--- config.mk ---
export PLATFORM = sky130hd
export DESIGN_NAME = mult_booth
export DESIGN_NICKNAME = d
export VERILOG_FILES = /design/src/rtl/cpu_pkg.sv /design/src/rtl/mult_booth_step.sv /design/src/rtl/mult_booth.sv
export SDC_FILE = /design/constraint.sdc
export NUM_CORES = 1
export LEC_CHECK = 0
export CORE_MARGIN = 2
export CORE_UTILIZATION = 61
export DETAILED_ROUTE_END_ITERATION = 6
export PLACE_DENSITY = 0.93
export SYNTH_ARGS = -nofsm -noshare
export SYNTH_HDL_FRONTEND = slang
export SYNTH_HIERARCHICAL = 1
export SYNTH_SLANG_ARGS = --single-unit
--- constraint.sdc ---
create_clock -name clk -period 11.95 [get_ports clk]
set_clock_uncertainty 0.2 [all_clocks]
set_input_delay 1.195 -clock clk [delete_from_list [all_inputs] [get_ports clk]]
set_output_delay 1.195 -clock clk [all_outputs]
set_load 0.01 [all_outputs]
--- src/rtl/cpu_pkg.sv ---
// +----------------------------------------------------------------------+
// | cpu_pkg: datapath-wide constants and types shared by mult/div units  |
// | Rev 1.0 - initial release                                            |
// +----------------------------------------------------------------------+
`default_nettype none

package cpu_pkg;

    localparam int WIDTH = 32;

    typedef enum logic [1:0] {
        IDLE   = 2'd0,
        RUN    = 2'd1,
        FINISH = 2'd2
    } mult_state_t;

    // Booth recoding of {Q[0], Q_1}; 00 and 11 leave the accumulator alone
    localparam logic [1:0] BOOTH_NOP0 = 2'b00;
    localparam logic [1:0] BOOTH_ADD  = 2'b01;
    localparam logic [1:0] BOOTH_SUB  = 2'b10;
    localparam logic [1:0] BOOTH_NOP1 = 2'b11;

endpackage

`default_nettype wire

--- src/rtl/mult_booth_step.sv ---
// +----------------------------------------------------------------------+
// | mult_booth_step: one radix-2 Booth step (add/sub then arith shift)   |
// | Rev 1.0 - initial release                                            |
// +----------------------------------------------------------------------+
`default_nettype none

module mult_booth_step
    import cpu_pkg::*;
#(
    parameter int WIDTH = cpu_pkg::WIDTH
) (
    input  logic [WIDTH:0]   i_a,
    input  logic [WIDTH-1:0] i_q,
    input  logic             i_q1,
    input  logic [WIDTH:0]   i_m,
    output logic [WIDTH:0]   o_a,
    output logic [WIDTH-1:0] o_q,
    output logic             o_q1
);

    logic [WIDTH:0] w_sum;

    always_comb begin
        w_sum = i_a;
        case ({i_q[0], i_q1})
            BOOTH_ADD: w_sum = i_a + i_m;
            BOOTH_SUB: w_sum = i_a - i_m;
            default:   w_sum = i_a;
        endcase
    end

    // Shift {A,Q,Q_1} right by one, replicating the accumulator sign bit
    assign o_a  = {w_sum[WIDTH], w_sum[WIDTH:1]};
    assign o_q  = {w_sum[0], i_q[WIDTH-1:1]};
    assign o_q1 = i_q[0];

endmodule

`default_nettype wire

--- src/rtl/mult_booth.sv ---
// +----------------------------------------------------------------------+
// | mult_booth: sequential signed radix-2 Booth multiplier feeding Hi/Lo |
// | Rev 1.0 - initial release                                            |
// +----------------------------------------------------------------------+
`default_nettype none

module mult_booth
    import cpu_pkg::*;
#(
    parameter int WIDTH = cpu_pkg::WIDTH,
    parameter int CNT_W = 6
) (
    input  logic             clk,
    input  logic             reset,
    input  logic             start,
    input  logic [WIDTH-1:0] Multiplicando,
    input  logic [WIDTH-1:0] Multiplicador,
    output logic             Busy,
    output logic             Done,
    output logic [WIDTH-1:0] Hi,
    output logic [WIDTH-1:0] Lo
);

    localparam logic [CNT_W-1:0] c_STEPS = CNT_W'(WIDTH);
    localparam logic [CNT_W-1:0] c_ONE   = CNT_W'(1);

    mult_state_t      r_state;
    mult_state_t      w_state_nxt;
    logic [WIDTH:0]   r_a;
    logic [WIDTH:0]   r_m;
    logic [WIDTH-1:0] r_q;
    logic             r_q1;
    logic [CNT_W-1:0] r_cnt;
    logic [WIDTH-1:0] r_hi;
    logic [WIDTH-1:0] r_lo;
    logic [WIDTH:0]   w_a_nxt;
    logic [WIDTH-1:0] w_q_nxt;
    logic             w_q1_nxt;
    logic             w_load;
    logic             w_last;

    // A start during RUN is dropped; FINISH accepts it for back-to-back use
    assign w_load = start && (r_state != RUN);
    assign w_last = (r_state == RUN) && (r_cnt == c_ONE);

    mult_booth_step #(
        .WIDTH (WIDTH)
    ) u_step (
        .i_a  (r_a),
        .i_q  (r_q),
        .i_q1 (r_q1),
        .i_m  (r_m),
        .o_a  (w_a_nxt),
        .o_q  (w_q_nxt),
        .o_q1 (w_q1_nxt)
    );

    always_ff @(posedge clk or posedge reset) begin
        if (reset) begin
            r_state <= IDLE;
        end else begin
            r_state <= w_state_nxt;
        end
    end

    always_comb begin
        w_state_nxt = r_state;
        case (r_state)
            IDLE:    w_state_nxt = start ? RUN : IDLE;
            RUN:     w_state_nxt = w_last ? FINISH : RUN;
            FINISH:  w_state_nxt = start ? RUN : IDLE;
            default: w_state_nxt = IDLE;
        endcase
    end

    always_comb begin
        Busy = (r_state == RUN);
        Done = (r_state == FINISH);
        Hi   = r_hi;
        Lo   = r_lo;
    end

    always_ff @(posedge clk or posedge reset) begin
        if (reset) begin
            r_a   <= '0;
            r_m   <= '0;
            r_q   <= '0;
            r_q1  <= 1'b0;
            r_cnt <= '0;
            r_hi  <= '0;
            r_lo  <= '0;
        end else if (w_load) begin
            r_a   <= '0;
            r_m   <= {Multiplicando[WIDTH-1], Multiplicando};
            r_q   <= Multiplicador;
            r_q1  <= 1'b0;
            r_cnt <= c_STEPS;
        end else if (r_state == RUN) begin
            r_a   <= w_a_nxt;
            r_q   <= w_q_nxt;
            r_q1  <= w_q1_nxt;
            r_cnt <= r_cnt - c_ONE;
            // Hi/Lo only ever see the final step's result
            if (w_last) begin
                r_hi <= w_a_nxt[WIDTH-1:0];
                r_lo <= w_q_nxt;
            end
        end
    end

endmodule

`default_nettype wire

==> impl_metrics.csv <==
group,metric,value,unit
floorplan,num_rows,47,
global_route,gr-usage-all-layers,27.32,%
timing,rsz0062_at_grt,"false",
floorplan,io_pins,133,
synth,synth_cell_types,61,
detailed_routing,dr.pass1.iters,6,
placement,hpwl,16240,µm
worst_setup_path,end_kind,"register",
global_route,antenna_found_initial,0,
hold_path,whs_path_depth,1,
cells_and_area,nets,1211,
clock_tree,cts_tree,"yes",
detailed_routing,drc,0,
synth,ys.flop_type,"dfrtp_1",
synth,ys_ff_latch,170,
worst_setup_path,critPathMaxFanout,5,
global_route,grt_max_degree,108,
detailed_routing,wl_met2,10960,µm
floorplan,core_area,16410,µm²
placement,io_buffers,132,
timing,fmax,194.8,MHz
floorplan,initial_core_util,61.84,%
cells_and_area,areaGrowthSynthToFinish,17.97,%
global_route,grt_pass1_wl,38670,µm
worst_setup_path,cp.required,12.08,ns
run,cap_violations,0,
synth,avgSynthCellArea,9.793,µm²
clock_tree,cts_sinks,170,
clock_tree,cts_buffers,17,
detailed_routing,viasPerCell,5.857,
hold_path,hold_class,"register to register",
floorplan,dieArea,17680,µm²
synth,synthesis.nets,1140,
cells_and_area,most-common-layout-cells,"170 x dfrtp_1, 167 x nand2_1, 131 x clkdlybuf4s50_1",
worst_setup_path,path_class,"register to register",
detailed_routing,wl_met3,1382,µm
clock_tree,path_clk_slew,0.07,ns
worst_setup_path,worst_setup_path_start_kind,"register",
clock_tree,worstSkewPairLatency,0.43,ns
timing,drv_slew,0,
clock_tree,cts_hold_buf,0,
cells_and_area,nFillCells,1134,
synth,seq_area_frac_synth,41.93,%
cells_and_area,layout_commonest_cell,"dfrtp_1",
detailed_routing,wire_per_inst,17.39,µm
timing,worst_slew_pin_slew,1.080,ns
timing,finalSetupViolCount,0,
cells_and_area,antenna_cells,0,
global_route,first_global_vias,7698,
worst_setup_path,cp_data_arrival_time,5.26,ns
floorplan,die_h,133.0,µm
floorplan,die_width,133.0,µm
detailed_routing,top_layer,"met4",
cells_and_area,drive_above_1_share,13.21,%
synth,syn-instance-count,1036,
detailed_routing,met1_length,10520,µm
clock_tree,cts_resized,0,
worst_setup_path,reg2regPathDepth,17,
timing,finalHoldViolCount,0,
synth,yosysWarnings,6,
global_route,grt_overflow_total,0,
detailed_routing,vias,7848,
clock_tree,clockBufferDepth,2,
placement,routabilityCongestion,0.9889,
clock_tree,postCtsSetupBuffers,0,
detailed_routing,antenna_left,0,
timing,timing.setup.tns,0,ns
synth,synth_area,10150,µm²
detailed_routing,drtIter0Drc,726,
clock_tree,cts_root_buf,"clkbuf_16",
timing,slew_headroom,26.11,%
status,outcome,"complete, no violations",
clock_tree,ctsHtreeMaxLevel,4,
timing,min_period_over_period,42.96,%
detailed_routing,drt_wl_total,23310,µm
synth,synth-edff-count,0,
timing,period_needed,5.134,ns
synth,async_reset_ff_share,100.0,%
## metal layers
| metal | vias to the layer above | track usage, % |
|---|---|---|
| li1 | 3753 | - |
| met1 | 3739 | 37.70 |
| met2 | 309 | 44.21 |
| met3 | 47 | 4.483 |
| met4 | 0 | 9.140 |
| met5 | - | 0 |
## layout make-up
cell class / instances / area, µm² / share of cell area [%]
tap: 220 / 275.3 / 2.300
timing repair buffer: 140 / 1376 / 11.50
clock inverter: 11 / 205.2 / 1.714
clock buffer: 21 / 480.5 / 4.014
multi-input combinational: 751 / 5270 / 44.03
inverter: 27 / 107.6 / 0.8990
sequential: 170 / 4254 / 35.54
## worst max-delay path: stages, from the launching register on
cell and delay (ns):
dfrtp_1 0.42, inv_1 0.09, ha_1 0.15, nor3b_1 0.40
nand2_1 0.12, nor4_1 0.51, a21oi_1 0.18, xnor2_1 0.18
ha_1 0.37, nand2_1 0.14, nor3_1 0.24, o21ai_0 0.14
a2111oi_0 0.94, o21ai_0 0.25, and4_1 0.24, o31ai_1 0.29
nand2_1 0.08, o21ai_0 0.10
## stage by stage
step | setup WS (ns) | utilization, % | hold slack, ns | area, µm² | instances
6_report | 6.816 | 72.95 | 0.3031 | 11970 | 1340
5_1_grt | 6.354 | 72.95 | 0.3207 | 11970 | 1340
4_1_cts | 6.970 | 72.95 | 0.3108 | 11970 | 1340
3_5_place_dp | 6.987 | 68.77 | 0.2942 | 11280 | 1308
3_3_place_gp | 7.183 | 68.77 | 0.2852 | 11280 | 1308
2_1_floorplan | 5.952 | - | 0.2626 | 10150 | 1036
## cell usage after synthesis, types with 2 or more instances
cell type  instances  area, µm²
inv_1             25      93.84
a31oi_1            5      31.28
a41oi_1            2      17.52
buf_4             33      247.7
a21boi_0           2      15.01
nand2_1          167      626.9
a2111oi_0          3      26.28
nand2b_1           5      31.28
nor2_1            46      172.7
buf_2             10      50.05
dfrtp_1          170       4254
nor2b_1            2      12.51
nor4_1             9      56.30
clkbuf_1          36      135.1
or4_1              3      22.52
and2_1             3      18.77
mux2_2            50      563.0
buf_6              8      90.09
o21ai_1            2      10.01
xnor2_1           42      367.9
nand4_1            9      56.30
a211oi_1           7      52.55
a21oi_1           54      270.3
o31ai_1            9      67.56
nor3b_1            3      22.52
o21bai_1           5      37.54
mux2i_1           37      370.4
and3b_1            2      17.52
a21o_1            11      82.58
nor3_1            19      95.09
o211ai_1           2      15.01
nand3_1            8      40.04
ha_1              36      450.4
o21ai_0          116      580.6
mux2_4            49      735.7
o21a_1             5      37.54
o2111ai_1          3      26.28
or4_4              2      22.52
o22ai_1            4      25.02
xor2_1            11      96.34
## path summary, 6_finish.rpt
path                                    start             endpoint  slack (ns)
max                        r_m[1]$_DFFE_PP0P_  r_a[29]$_DFFE_PP0P_        6.82
min                        Hi[12]$_DFFE_PP0P_   Hi[12]$_DFFE_PP0P_        0.30
max reg2reg                r_m[1]$_DFFE_PP0P_  r_a[29]$_DFFE_PP0P_        6.82
min reg2reg                Hi[12]$_DFFE_PP0P_   Hi[12]$_DFFE_PP0P_        0.30
max in group asynchronous               reset  r_m[26]$_DFFE_PP0P_        9.03
min in group asynchronous               reset   Lo[13]$_DFFE_PP0P_        1.17
## sequential cells by signal, indices dropped and copies added, names as in the netlist
signal / count
r_a: 33
r_q: 32
r_cnt: 6
Hi: 32
Lo: 32
r_state: 2
r_q1: 1
r_m: 32
## cells by family (layout without fill, tap and decap cells)
| logic type | count (synthesis) | count (layout) | synth area share [%] |
|---|---|---|---|
| and+or+nand+nor | 287 | 287 | 12.53 |
| muxes | 136 | 136 | 16.45 |
| adders and majority gates | 37 | 37 | 4.637 |
| AOI/OAI and AO/OA | 238 | 238 | 13.68 |
| buffers and inverters | 115 | 199 | 6.203 |
| xor gates and xnor gates | 53 | 53 | 4.575 |
| DFF | 170 | 170 | 41.93 |
Power is left out: the tool's default activity adds up to more than one toggle a clock period on the data nets, which glitch-free logic cannot reach.
